### src/rtl/flash_pkg.sv
// Shared types and constants for the SPI flash single-byte read engine.
package flash_pkg;

  localparam int FLASH_ADDR_W = 24;
  localparam int SAMPLE_W     = 8;
  localparam int XFER_BITS    = 40;
  localparam logic [7:0] READ_OPCODE_DEFAULT = 8'h03;

  typedef enum logic [1:0] {
    IDLE    = 2'd0,
    SHIFT   = 2'd1,
    RECOVER = 2'd2
  } state_t;

  // Counter width able to hold 0..n-1, never narrower than one bit.
  function automatic int cnt_width(input int n);
    return (n > 1) ? $clog2(n) : 1;
  endfunction

endpackage

### src/rtl/flash_read_controller_spi_clk_gen.sv
// SPI mode-0 clock divider: sclk toggles every CLK_DIV clk cycles while enabled,
// with single-cycle ticks in the cycle before each rising/falling sclk edge.
module spi_clk_gen
  import flash_pkg::*;
#(
  parameter int CLK_DIV = 4
) (
  input  logic i_clk,
  input  logic i_reset,
  input  logic i_en,
  output logic o_sclk,
  output logic o_rise_tick,
  output logic o_fall_tick
);

  localparam int CW = cnt_width(CLK_DIV);
  localparam logic [CW-1:0] LAST = CW'(CLK_DIV - 1);

  logic [CW-1:0] r_cnt;
  logic          r_sclk;
  logic          w_wrap;

  assign w_wrap = i_en && (r_cnt == LAST);

  // Dropping enable restarts the divider so every transfer begins with a full half-period.
  always_ff @(posedge i_clk) begin
    if (i_reset || !i_en) begin
      r_cnt  <= '0;
      r_sclk <= 1'b0;
    end else if (w_wrap) begin
      r_cnt  <= '0;
      r_sclk <= ~r_sclk;
    end else begin
      r_cnt  <= r_cnt + 1'b1;
    end
  end

  assign o_sclk      = r_sclk;
  assign o_rise_tick = w_wrap && !r_sclk;
  assign o_fall_tick = w_wrap && r_sclk;

endmodule

### src/rtl/flash_read_controller.sv
// Single-byte SPI flash READ engine: takes a 24-bit address over valid/ready,
// clocks out opcode+address, shifts in one data byte, and pulses rsp_valid.
module flash_read_controller
  import flash_pkg::*;
#(
  parameter int         CLK_DIV     = 4,
  parameter logic [7:0] READ_OPCODE = READ_OPCODE_DEFAULT
) (
  input  logic                    clk,
  input  logic                    reset,
  input  logic                    req_valid,
  output logic                    req_ready,
  input  logic [FLASH_ADDR_W-1:0] req_addr,
  output logic                    rsp_valid,
  output logic [SAMPLE_W-1:0]     rsp_data,
  output logic                    spi_cs_n,
  output logic                    spi_sclk,
  output logic                    spi_mosi,
  input  logic                    spi_miso,
  output state_t                  o_dbg_state
);

  localparam int SHIFT_W = 8 + FLASH_ADDR_W;
  localparam int RW      = cnt_width(2 * CLK_DIV);
  localparam logic [RW-1:0] REC_LAST = RW'(2 * CLK_DIV - 1);
  localparam logic [5:0]    BIT_LAST = 6'(XFER_BITS - 1);

  state_t              r_state;
  state_t              w_next_state;
  logic                r_req_ready;
  logic                r_cs_n;
  logic [SHIFT_W-1:0]  r_shift;
  logic [SAMPLE_W-1:0] r_rx;
  logic                r_rsp_valid;
  logic [SAMPLE_W-1:0] r_rsp_data;
  logic [5:0]          r_bit_cnt;
  logic [RW-1:0]       r_rec_cnt;
  logic                w_hs;
  logic                w_sclk;
  logic                w_rise;
  logic                w_fall;
  logic                w_last_fall;

  // Request handshake: a transfer happens on any cycle with req_valid && req_ready;
  // req_addr is captured only then, and req_ready stays low until CS recovery ends.
  assign w_hs        = req_valid && r_req_ready;
  assign w_last_fall = w_fall && (r_bit_cnt == BIT_LAST);

  spi_clk_gen #(.CLK_DIV(CLK_DIV)) u_clk_gen (
    .i_clk       (clk),
    .i_reset     (reset),
    .i_en        (r_state == SHIFT),
    .o_sclk      (w_sclk),
    .o_rise_tick (w_rise),
    .o_fall_tick (w_fall)
  );

  always_ff @(posedge clk) begin
    if (reset) r_state <= IDLE;
    else       r_state <= w_next_state;
  end

  always_comb begin
    w_next_state = r_state;
    case (r_state)
      IDLE:    if (w_hs) w_next_state = SHIFT;
      SHIFT:   if (w_last_fall) w_next_state = RECOVER;
      RECOVER: if (r_rec_cnt == REC_LAST) w_next_state = IDLE;
      default: w_next_state = IDLE;
    endcase
  end

  // Ready and CS are registered from the next state so both are glitch-free flops.
  always_ff @(posedge clk) begin
    if (reset) begin
      r_req_ready <= 1'b0;
      r_cs_n      <= 1'b1;
      r_shift     <= '0;
      r_rx        <= '0;
      r_rsp_valid <= 1'b0;
      r_rsp_data  <= '0;
      r_bit_cnt   <= '0;
      r_rec_cnt   <= '0;
    end else begin
      r_req_ready <= (w_next_state == IDLE);
      r_cs_n      <= (w_next_state != SHIFT);
      r_rsp_valid <= 1'b0;
      case (r_state)
        IDLE: begin
          r_bit_cnt <= '0;
          r_rec_cnt <= '0;
          if (w_hs) r_shift <= {READ_OPCODE, req_addr};
        end
        SHIFT: begin
          if (w_rise) r_rx <= {r_rx[SAMPLE_W-2:0], spi_miso};
          // Zero fill means MOSI is already low by the time the data byte is clocked.
          if (w_fall) begin
            r_shift   <= {r_shift[SHIFT_W-2:0], 1'b0};
            r_bit_cnt <= r_bit_cnt + 6'd1;
          end
          if (w_last_fall) begin
            r_rsp_valid <= 1'b1;
            r_rsp_data  <= r_rx;
          end
        end
        RECOVER: r_rec_cnt <= r_rec_cnt + 1'b1;
        default: ;
      endcase
    end
  end

  assign req_ready   = r_req_ready;
  assign rsp_valid   = r_rsp_valid;
  assign rsp_data    = r_rsp_data;
  assign spi_cs_n    = r_cs_n;
  assign spi_sclk    = w_sclk;
  assign spi_mosi    = r_shift[SHIFT_W-1];
  assign o_dbg_state = r_state;

endmodule

### config.mk
export PLATFORM = sky130hd
export DESIGN_NAME = flash_read_controller
export DESIGN_NICKNAME = d
export VERILOG_FILES = /design/src/rtl/flash_pkg.sv /design/src/rtl/flash_read_controller_spi_clk_gen.sv /design/src/rtl/flash_read_controller.sv
export SDC_FILE = /design/constraint.sdc
export NUM_CORES = 1
export LEC_CHECK = 0
export ABC_AREA = 1
export CORE_MARGIN = 3
export CORE_UTILIZATION = 40
export CTS_BUF_LIST = sky130_fd_sc_hd__clkbuf_16
export DETAILED_ROUTE_END_ITERATION = 12
export REMOVE_ABC_BUFFERS = 1
export SETUP_SLACK_MARGIN = 0.2
export SLEW_MARGIN = 5
export SYNTH_ARGS = -nofsm -noshare
export SYNTH_HDL_FRONTEND = slang
export SYNTH_HIERARCHICAL = 1
export SYNTH_SLANG_ARGS = --single-unit
### constraint.sdc
create_clock -name clk -period 2.1 [get_ports clk]
set_input_delay 0.42 -clock clk [delete_from_list [all_inputs] [get_ports clk]]
set_output_delay 0.42 -clock clk [all_outputs]
set_load 0.01 [all_outputs]
Word level (Yosys, flattened, before mapping):

Index checks and enable logic that the tools add are counted.

* output and inout port bits: 15
* register bits after elaboration: 65
* input bits: 28

* bitwise logic cells: 2
* reductions and logical operators: 18
* mux-type cells: 11
* add/subtract/negate cells: 3
* eq/ne operators: 8

Operators with widths (count)
* 32-bit two-way mux: 2
* 32-bit case mux with 2 select lines: 1
* 6-bit case mux with 2 select lines: 1
* 6-bit by 1-bit adder with 6-bit output, second input constant: 1
* 6-bit == test, second input constant: 1
* 2-bit two-way mux: 3
* 6-bit two-way mux: 1
* 2-bit case mux with 3 select lines: 1
* 3-bit case mux with 2 select lines: 1
* 2-bit AND reduction: 3
* 1-bit logical AND: 5
* 2-bit == test, second input constant: 2
* 2-bit logical NOT: 2
* 2-bit != test, second input constant: 2
* 2-bit nonzero test: 2
* 2-bit OR reduction: 2
* 3-bit by 1-bit adder with 3-bit output, second input constant: 1
* 3-bit == test, second input constant: 1
* 3-bit AND reduction: 1
* 2-bit by 1-bit adder with 2-bit output, second input constant: 1
* 2-bit by 1-bit == test with 1-bit output, second input constant: 1
* 1-bit logical NOT: 2
* 2-bit by 1-bit != test with 1-bit output, second input constant: 1
* 1-bit NOT: 2
* other kinds (2): 2

Depth between registers and ports, before layout:

* depth after elaboration: 7
* gate-level depth with buffers: 13
* depth with buffers taken out: 11

Modules after synthesis:

Netlist, hierarchy kept.

By module, submodules not included
* flash_read_controller: times used 1, sequential area each 1241.2 um^2, cells each 404, area each 2730.1 um^2
* spi_clk_gen: times used 1, sequential area each 60.1 um^2, cells each 18, area each 127.6 um^2

Worst setup path after synthesis:

No wires, ideal clock.

* kind: register -> register
* start: register r_state[0], in the netlist o_dbg_state[0]
* end: register r_rsp_data[0], in the netlist rsp_data[0]
* stages on the path, launching flop included: 13
* required time: 1968 ps
* data arrival time: 1977 ps
* library setup time: 132 ps
* path slack: -10 ps
* path through: dfxtp_1 > buf_4 > inv_1 > nor2_4 > buf_2 > nand2_1 > nor2_1 > nand2_1 > nor2_2 > nand3_1 > buf_2 > nand2_1 > a21oi_1

* longest elaborated chain between the ends: 5

RTL lines
* start, declared: line flash_read_controller.sv:28 `state_t r_state;`
* start signal, assigned: line flash_read_controller.sv:60 `else r_state <= w_next_state;`
* 2-bit by 1-bit == test with 1-bit output: line flash_read_controller.sv:52 `.i_en (r_state == SHIFT),`
* 1-bit logical AND: line flash_read_controller_spi_clk_gen.sv:23 `assign w_wrap = i_en && (r_cnt == LAST);`
* 1-bit logical AND: line flash_read_controller_spi_clk_gen.sv:40 `assign o_fall_tick = w_wrap && r_sclk;`
* named net w_fall: line flash_read_controller.sv:41 `logic w_fall;`
* 1-bit logical AND: line flash_read_controller.sv:47 `assign w_last_fall = w_fall && (r_bit_cnt == BIT_LAST);`
* 2-bit AND reduction (no line)
* end signal, assigned: line flash_read_controller.sv:103 `r_rsp_data <= r_rx;`
* end, declared: line flash_read_controller.sv:35 `logic [SAMPLE_W-1:0] r_rsp_data;`

The timed path passes the listed nets, and every way through them passes these cells.
A chain may end at the register's enable or synchronous reset.

Worst setup path in the final report:

* start: register r_state[1], in the netlist o_dbg_state[1]
* end: output o_dbg_state[1]

RTL lines
* end, declared: line flash_read_controller.sv:20 `output state_t o_dbg_state`

No word-level cell between the ends.

==> impl_metrics.toml <==
[run_status]
status = "completed"

[detailed_routing]
wire_per_inst_um = 10.7
drc_errors = 0
routed_wl_um = 6060
ant_nets = 0
dr.pass1.iters = 4
viasPerCell = 4.56
vias = 2589
drt_iter0_drc = 79

[pwr]
power_density_nw_per_um2 = 859
ir_drop_mv = 0.399
leakagePower_nw = 1.60

[clock_tree]
insertion_delay_ns = 0.32
htreeDepth = 3
cts_tree = "yes"
hold_buffers = 0
clkTransAtPathRegs_ns = 0.05
cts.sinks = 65
cts_max_path_buffers = 2
cts_inserted_buffers = 9
cts_root_buf = "clkbuf_16"

[finish]
post-route-util = 0.540
fillCellCount = 702
num_antenna_cells = 0
drive_above_1_share = 0.0720
final_nets = 500
area_delta_synth_final_pct = 29.8

[synth]
ys_ff_latch = 65
ys_seq_area_frac = 0.455
yosysTopAreaCellShare = 0.455
synthFlopType = "dfxtp_1"
synthTopCellsByCount = "127 x nand2_1, 73 x nor2_1, 65 x dfxtp_1"
ys_types = 23
synthesis.area_um2 = 2860
async_flop_share = 0
syn_inst = 422
yosysTopAreaCell = "dfxtp_1"
synth_area_per_cell_um2 = 6.77
synth.area.top_cells = "dfxtp_1 46%, nand2_1 17%, nor2_1 9.6%"
yosysWarningCount = 6
synth_edf_count = 0
synthMostInstantiatedCell = "nand2_1"

[floorplanning]
core_um2 = 6870
die_w_um = 90.5
core.rowCount = 30
io_pins = 43
dieHeight_um = 90.5
start_util = 0.416
die-area_um2 = 8190

[setup_path]
end_kind = "primary output"
cp.arrival_ns = 1.39
crit_type = "reg -> out"
cp_num_buf_inv = 2
crit_slowest_cell = "clkdlybuf4s50_1"
crit_path_max_fanout = 6
crit_chain = "buf_4 -> clkdlybuf4s50_1"
max_stage_delay_ns = 0.54
start_kind = "register"
cp_data_required_time_ns = 1.68
critPathTopFamily = "buffers and inverters"

[placement]
dp_hpwl_um = 4000
gp_congestion = 0.804
port_buffers = 42
dpl_worst_slack_ns = 0.245

[grt]
grtUsageMet3 = 0.0358
grt_usage = 0.158
grt_pass1_wl_um = 10900
grt_start_max_net_pins = 53
antenna_found_initial = 0
overflow = 0
met1_usage = 0.194
grt_pass1_vias = 2528
use_met2 = 0.258
grt_busiest_layer = "met2"

[timing]
hold_viol = 0
layout_setup_ws_ns = 0.291
rsz0062_at_grt = "no"
fin_skew_ns = 0.00429
min_period_over_period = 0.862
finalSetupViolations = 0
fmax_mhz = 553
slew_viol_final = 0
finalCriticalPeriod_ns = 1.81
max_slew_margin = 0.768
tightest_slew_ns = 0.349

[hold_path]
hold_class = "reg -> reg"

[run]
cap_violations = 0
## cells by family (layout without fill, tap and decap cells)
logic type               after synthesis  count (layout)  synth area share
AND/OR/NAND/NOR                      235             235             0.332
flip-flops                            65              65             0.455
buffers and inverters                 62             112            0.0946
AO/OA/AOI/OAI                         56              56             0.100
adder cells (fa/ha/maj)                4               4            0.0175
## path summary, 6_finish.rpt
check / cells after the start / start / end / slack (ns)
worst min-delay path: 1 / u_clk_gen/r_cnt[0]$_SDFF_PP0_ / u_clk_gen/r_cnt[0]$_SDFF_PP0_ / 0.42
worst max register to register: 10 / o_dbg_state[0]$_SDFF_PP0_ / r_shift[16]$_SDFFE_PP0P_ / 0.40
worst min register to register: 1 / u_clk_gen/r_cnt[0]$_SDFF_PP0_ / u_clk_gen/r_cnt[0]$_SDFF_PP0_ / 0.42
worst max-delay path: 2 / o_dbg_state[1]$_SDFF_PP0_ / o_dbg_state[1] / 0.29
## worst register-to-register path: stages (launching register included)
cell and delay [ns]:
dfxtp_1 0.33, inv_1 0.08, nor2_4 0.10, nand2_1 0.08, nor2_1 0.13, inv_1 0.09, a21oi_2 0.26, nand2_2 0.08
buf_6 0.22, nor2_1 0.17, nor2_1 0.05
## stage by stage
step / setup TNS (ns) / cell area [um^2] / hold slack [ns] / std cells / total power (W)
global placement: 0 / 3400 / 0.408 / 553 / 0.00171
CTS: 0 / 3700 / 0.421 / 568 / 0.00323
global route: 0 / 3710 / 0.437 / 568 / 0.00336
floorplan: -10.18 / 2740 / 0.397 / 401 / 0.00157
detailed placement: 0 / 3400 / 0.414 / 553 / 0.00172
finish: 0 / 3710 / 0.417 / 568 / 0.00319
## state kept, by name (all words and copies together), names as in the netlist
signal / count
o_dbg_state: 2
spi_cs_n: 1
r_bit_cnt: 6
rsp_data: 8
rsp_valid: 1
r_rx: 8
u_clk_gen/r_cnt: 2
req_ready: 1
u_clk_gen/o_sclk: 1
r_rec_cnt: 3
r_shift: 32
## area by class of cell
| type | count | area [um^2] | area share |
|---|---|---|---|
| clock buffer | 9 | 225 | 0.0607 |
| clock inverter | 6 | 76.3 | 0.0206 |
| inverter | 41 | 154 | 0.0415 |
| multi-input combinational | 295 | 1290 | 0.348 |
| sequential | 65 | 1300 | 0.351 |
| tap | 96 | 120 | 0.0324 |
| timing repair buffer | 56 | 542 | 0.146 |
## where the power goes
part	leakage (nW)	internal [W]	switching, W
combinational	0.913	0.000154	0.000216
clock	0.155	0.00102	0.000481
sequential	0.530	0.00130	0.0000199
total	1.60	0.00247	0.000717
## placed cells by master, fill, tap and decap left out
| cell type | instances |
|---|---|
| buf_12 | 1 |
| nand3_2 | 1 |
| buf_6 | 1 |
| or2_2 | 1 |
| o21ai_1 | 9 |
| clkinv_1 | 2 |
| clkinv_2 | 1 |
| bufinv_16 | 2 |
| a21oi_1 | 28 |
| o21ai_0 | 17 |
| inv_2 | 1 |
| nor2_2 | 2 |
| buf_4 | 12 |
| a21oi_2 | 1 |
| clkdlybuf4s50_1 | 42 |
| nand3_1 | 19 |
| nand4_1 | 10 |
| ha_1 | 4 |
| nand2_1 | 127 |
| nor2_4 | 1 |
| inv_1 | 41 |
| clkbuf_16 | 9 |
| nor2_1 | 73 |
| a211oi_1 | 1 |
| nand2_2 | 1 |
| dfxtp_1 | 65 |
## what timing repair did
| action | in CTS | in global routing |
|---|---|---|
| setup buffers | 0 | 0 |
| endpoints found under the setup margin | 0 | 20 |
| resized for setup | 0 | 2 |
## routing by layer
| layer | vias to the layer above | part of all wire |
|---|---|---|
| met3 | 7 | 0.035 |
| met4 | 0 | 0.013 |
| met1 | 1123 | 0.52 |
| met5 | - | 0 |
| met2 | 42 | 0.43 |
| li1 | 1417 | - |
(Power assumes the default switching activity.)
